**config.mk**
```make
export PLATFORM = sky130hd
export DESIGN_NAME = sd_arbiter
export DESIGN_NICKNAME = d
export VERILOG_FILES = /design/src/rtl/sd_arb_pkg.sv /design/src/rtl/sd_arbiter_sync2.sv /design/src/rtl/sd_arbiter.sv
export SDC_FILE = /design/constraint.sdc
export NUM_CORES = 1
export LEC_CHECK = 0
export CAP_MARGIN = 20
export CORE_AREA = 2 2 94 96
export DETAILED_ROUTE_END_ITERATION = 8
export DIE_AREA = 0 0 96 98
export PLACE_DENSITY = 0.84
export SYNTH_ARGS = -nofsm -noshare
export SYNTH_HDL_FRONTEND = slang
export SYNTH_SLANG_ARGS = --single-unit
```
**constraint.sdc**
```tcl
create_clock -name clk_sys -period 2.9 [get_ports clk_sys]
set_input_delay 0.58 -clock clk_sys [delete_from_list [all_inputs] [get_ports clk_sys]]
set_output_delay 0.58 -clock clk_sys [all_outputs]
set_load 0.005 [all_outputs]
```
**src/rtl/sd_arb_pkg.sv**
```systemverilog
// Shared types for the SD port arbiter: FSM states, latched operation and
// client index encoding.
package sd_arb_pkg;

  typedef enum logic [1:0] {
    IDLE = 2'd0,
    REQ  = 2'd1,
    XFER = 2'd2,
    DONE = 2'd3
  } state_t;

  typedef enum logic {
    OP_RD = 1'b0,
    OP_WR = 1'b1
  } op_t;

  localparam int CLIENT_W = 1;
  typedef logic [CLIENT_W-1:0] client_t;

  localparam client_t CLIENT_A = 1'b0;
  localparam client_t CLIENT_B = 1'b1;

endpackage

```
**src/rtl/sd_arbiter_sync2.sv**
```systemverilog
// Two-flop synchroniser with asynchronous active-low reset.
module sync2 (
  input  logic clk,
  input  logic rst_n,
  input  logic d,
  output logic q
);

  logic meta;

  always_ff @(posedge clk or negedge rst_n) begin
    if (!rst_n) begin
      meta <= 1'b0;
      q    <= 1'b0;
    end else begin
      meta <= d;
      q    <= meta;
    end
  end

endmodule

```
**src/rtl/sd_arbiter.sv**
```systemverilog
// Shares the MiST I/O controller's SD block port between two clients:
// round-robin grant, rd/wr -> ack handshake, buffer routing, timeout.
module sd_arbiter
  import sd_arb_pkg::*;
#(
  parameter logic [23:0] TIMEOUT = 24'd12_000_000
) (
  input  logic        clk_sys,
  input  logic        reset_n,
  input  logic [31:0] lba_a,
  input  logic [31:0] lba_b,
  input  logic        rd_a,
  input  logic        rd_b,
  input  logic        wr_a,
  input  logic        wr_b,
  output logic        ack_a,
  output logic        ack_b,
  output logic        done_a,
  output logic        done_b,
  output logic        err_a,
  output logic        err_b,
  output logic        buff_wr_a,
  output logic        buff_wr_b,
  input  logic [7:0]  buff_din_a,
  input  logic [7:0]  buff_din_b,
  output logic [31:0] sd_lba,
  output logic        sd_rd,
  output logic        sd_wr,
  input  logic        sd_ack,
  input  logic        sd_buff_wr,
  output logic [7:0]  sd_buff_din
);

  state_t      state, state_nxt;
  op_t         op, op_nxt;
  client_t     grant, grant_nxt;
  client_t     last, last_nxt;
  client_t     win;
  logic [31:0] lba_nxt;
  logic [23:0] tmo_cnt, tmo_nxt;
  logic [1:0]  err_q, err_nxt;
  logic        ack_s, ack_s_d;
  logic        req_a, req_b;
  logic        ack_rise, ack_fall, timed_out, active;

  sync2 u_ack_sync (
    .clk   (clk_sys),
    .rst_n (reset_n),
    .d     (sd_ack),
    .q     (ack_s)
  );

  assign req_a     = rd_a | wr_a;
  assign req_b     = rd_b | wr_b;
  assign ack_rise  = ack_s & ~ack_s_d;
  assign ack_fall  = ~ack_s & ack_s_d;
  assign timed_out = (TIMEOUT != 24'd0) && (tmo_cnt == TIMEOUT - 24'd1);

  // On contention the client that was not served last takes the grant.
  assign win = (req_a && (!req_b || last == CLIENT_B)) ? CLIENT_A : CLIENT_B;

  always_ff @(posedge clk_sys or negedge reset_n) begin
    if (!reset_n) begin
      state   <= IDLE;
      op      <= OP_RD;
      grant   <= CLIENT_A;
      last    <= CLIENT_B;
      sd_lba  <= 32'd0;
      tmo_cnt <= 24'd0;
      err_q   <= 2'b00;
      ack_s_d <= 1'b0;
    end else begin
      state   <= state_nxt;
      op      <= op_nxt;
      grant   <= grant_nxt;
      last    <= last_nxt;
      sd_lba  <= lba_nxt;
      tmo_cnt <= tmo_nxt;
      err_q   <= err_nxt;
      ack_s_d <= ack_s;
    end
  end

  always_comb begin
    state_nxt = state;
    op_nxt    = op;
    grant_nxt = grant;
    last_nxt  = last;
    lba_nxt   = sd_lba;
    tmo_nxt   = tmo_cnt;
    err_nxt   = 2'b00;
    case (state)
      IDLE: begin
        if (req_a || req_b) begin
          grant_nxt = win;
          last_nxt  = win;
          tmo_nxt   = 24'd0;
          state_nxt = REQ;
          if (win == CLIENT_B) begin
            lba_nxt = lba_b;
            op_nxt  = rd_b ? OP_RD : OP_WR;
          end else begin
            lba_nxt = lba_a;
            op_nxt  = rd_a ? OP_RD : OP_WR;
          end
        end
      end
      REQ: begin
        if (ack_rise) begin
          state_nxt = XFER;
        end else if (timed_out) begin
          state_nxt = IDLE;
          if (grant == CLIENT_B) err_nxt = 2'b10;
          else                   err_nxt = 2'b01;
        end else if (tmo_cnt != 24'hFF_FFFF) begin
          tmo_nxt = tmo_cnt + 24'd1;
        end
      end
      XFER: begin
        if (ack_fall) state_nxt = DONE;
      end
      DONE: begin
        state_nxt = IDLE;
      end
      default: begin
        state_nxt = IDLE;
      end
    endcase
  end

  assign active      = (state == REQ) || (state == XFER);
  assign sd_rd       = active && (op == OP_RD);
  assign sd_wr       = active && (op == OP_WR);
  assign ack_a       = (state == XFER) && (grant == CLIENT_A);
  assign ack_b       = (state == XFER) && (grant == CLIENT_B);
  assign done_a      = (state == DONE) && (grant == CLIENT_A);
  assign done_b      = (state == DONE) && (grant == CLIENT_B);
  assign err_a       = err_q[0];
  assign err_b       = err_q[1];
  assign buff_wr_a   = sd_buff_wr & ack_a;
  assign buff_wr_b   = sd_buff_wr & ack_b;
  assign sd_buff_din = ((state != IDLE) && (grant == CLIENT_B)) ? buff_din_b : buff_din_a;

endmodule

```
==> impl_results.md <==
- Status: complete, no violations
- LEAKAGE: 2.21 nW
- CTS Buffer Depth: 2
- Global Route Usage Sum: 23.6%
- CP delay by family, top: buffers and inverters
- Die area: 0.00941 sq mm
- Row count: 34
- Final period utilization: 95.7%
- Layout cells sized above 1: 9.04%
- Worst Path Max Fanout: 9
- Highest routed layer: met4
- Grt total ovfl: 0
- Slowest CP cell: clkdlybuf4s50_1
- RSZ-0062 raised after global routing: no
- Worst path arrival time: 2.20 ns
- H-tree Lvls: 3
- Min Clock Period, post-route: 2.78 ns
- Port buffer count: 137
- Setup CP Type: reg2out
- Startpoint Class: register
- Root Driver: clkbuf_8
- Synth warn: 0
- FMAX: 360 MHz
- Mapped cell area: 0.00367 sq mm
- Largest net degree at the start of global routing: 65
- Initial Util: 43.4%
- DR WL/cell: 16.2 um
- Min setup slack post-route: 0.124 ns
- Metal2 WL: 5270 um
- Inst Count DP: 634
- Drt total wl: 10,600 um
- Worst R2R Setup Slack: 0.22 ns
- Routability congestion estimate from global placement: 0.888
- First-iteration detailed-routing DRC count: 348
- Ant diodes: 0
- Most frequent cells in the layout: clkdlybuf4s50_1 (136), dfrtp_1 (65), nand2_1 (57)
- Slowest Stage Delay on Critical Path: 0.47 ns
- Least-Margin Pin Slew: 0.847 ns
- Mean Syn Cell Area: 9.14 sq um
- Max cap viols: 0
- Post-synth ARST share: 100%
- Vias in the first global route: 3,627
- Area of placed instances: 0.00520 sq mm
- Post-synth EDFFs: 0
- Final cell count without fillers: 650
- CTS tree: done
- Core Util, Final: 63.8%
- Final setup viols: 0
- Clk slew on worst S/H paths: 0.07 ns
- Max-slew headroom: 43.1%
- Detail Placement HPWL: 7970 um
- Die X: 96 um
- Vias per cell: 5.57
- Cells after synthesis: 402
- Fin Setup TNS: 0 ns
- Worst hold path class: in2async
- CTS Buf Count: 9
- Hold Buf Count CTS: 0
- WP data required: 2.32 ns
- Router iterations before antenna repair: 5
- Met3 WL: 799 um
- Critical-path cell list: inv_1, ha_4, nand2b_4, mux2_2, clkdlybuf4s50_1
- First-pass GRT wire length: 17,300 um
- Synthesized flop and latch total: 66
- Antenna-violating nets left: 0
- Synth Net Count: 495
- I/O Pins: 138
- Fin. Hold Viols: 0
- DR vias: 3,618
- Setup bufs post-CTS: 0
- Post-route cell area: 0.00540 sq mm
- CTS sink cnt: 66
- Clock Skews: 0.0120 ns
- Max VDD drop: 468 uV
- Pwr Density: 825 mW/mm^2
- Final nets: 630
- R2r worst-path depth: 9
- Commonest non-fill, non-tap cell in the layout: clkdlybuf4s50_1
- Met1 wire length: 4240 um
- Core ar.: 0.00847 sq mm
- Top FF cell, synth: dfrtp_1
- DP Worst Slack: 0.105 ns
- Sequential share of the synthesized area: 45.0%
- Synth unique cells: 55
- Later-pin clock latency in the skew report: 0.35 ns
- Hold slack: 0.0759 ns
- Crit. End Element: output port
- P&R area growth vs syn: 47.1%
- Crit path buf inv count: 2
- R2r endpoint: tmo_cnt[5]
- Final Max Tran Viols: 0
- Die Ht: 98 um
- Final Total Pwr: 4.46 mW
- Initial antenna violation count: 0
- Drt drc: 0
cells by family (layout without fill, tap and decap cells):
group                    count (synthesis)  after routing  share of synthesized area (%)
buffers and inverters                   38            178                           4.09
multiplexers                            43             43                           12.0
AND/OR/NAND/NOR                        151            151                           21.2
flip-flops                              66             66                           45.0
AO/OA/AOI/OAI                           99             99                           16.0
adder cells (fa/ha/maj)                  5              5                           1.70
synthesized netlist by cell type (all sizes together), types with 2 or more instances:
| master | number | area [sq um] |
|---|---|---|
| nor2 | 18 | 67.6 |
| nand2 | 58 | 220 |
| o311ai | 4 | 35.0 |
| inv | 15 | 56.3 |
| nand4 | 5 | 31.3 |
| o41ai | 3 | 26.3 |
| nand2b | 6 | 45.0 |
| and4 | 2 | 18.8 |
| a21o | 2 | 15.0 |
| o211ai | 2 | 15.0 |
| a21oi | 14 | 70.1 |
| dfrtp | 65 | 1630 |
| a211oi | 4 | 30.0 |
| or4 | 2 | 15.0 |
| o22ai | 2 | 12.5 |
| buf | 2 | 15.0 |
| or2 | 3 | 18.8 |
| mux2 | 9 | 101 |
| a31oi | 7 | 43.8 |
| nor4 | 6 | 37.5 |
| o21ai | 50 | 250 |
| clkbuf | 21 | 78.8 |
| mux2i | 34 | 340 |
| o31ai | 3 | 22.5 |
| nor2b | 4 | 25.0 |
| or3 | 7 | 48.8 |
| ha | 5 | 62.6 |
| nor3 | 10 | 55.1 |
| nand3 | 18 | 103 |
| and2 | 5 | 31.3 |
| and3 | 2 | 17.5 |
layer usage:
layer	global-route usage, %	up-vias
met1	31.2	1708
met2	36.8	168
met4	8.90	0
met5	0	-
met3	6.40	28
li1	-	1714
state kept, by name, summed over array words and instances (netlist names), named ones only:
register         cells
grant                1
sd_lba              32
u_ack_sync.meta      1
tmo_cnt             24
op                   1
err_q                2
state                1
ack_s_d              1
last                 1
u_ack_sync.q         1
timing repair:
item / 4_1_cts / 5_1_grt
endpoints found under the setup margin: 8 / 8
hold endpoints to repair: 0 / 0
gates resized for setup: 2 / 2
how the worst max path moves through the flow:
| stage | slack [ns] | end | start | depth (start not counted) |
|---|---|---|---|---|
| global route | 0.04 | sd_buff_din[7] | state[0] | 5 |
| floorplan | 0.68 | sd_buff_din[0] | state[0] | 6 |
| global placement | 0.17 | tmo_cnt[5] | rd_a | 8 |
| detailed placement | 0.11 | tmo_cnt[5] | rd_a | 8 |
| finish | 0.12 | sd_buff_din[7] | state[0] | 5 |
| CTS | 0.003 | sd_buff_din[7] | state[0] | 5 |
report_power, final:
group	total (mW)	internal, mW	switching (mW)	leakage (nW)
Combinational	2.23	1.17	1.05	1.28
Clock	0.752	0.395	0.357	0.0893
Sequential	1.48	1.23	0.248	0.845
Total	4.46	2.80	1.66	2.21
final cells by class:
class	instances	area [sq um]
Timing Repair Buffer	147	1470
Sequential cell	66	1650
Inverter	15	56.3
Clock inverter	5	55.1
Multi-Input combinational cell	298	1910
Tap cell	108	135
Fill cell	653	3060
Clock buffer	11	131
Note: power is estimated with default switching activity, not from simulation.
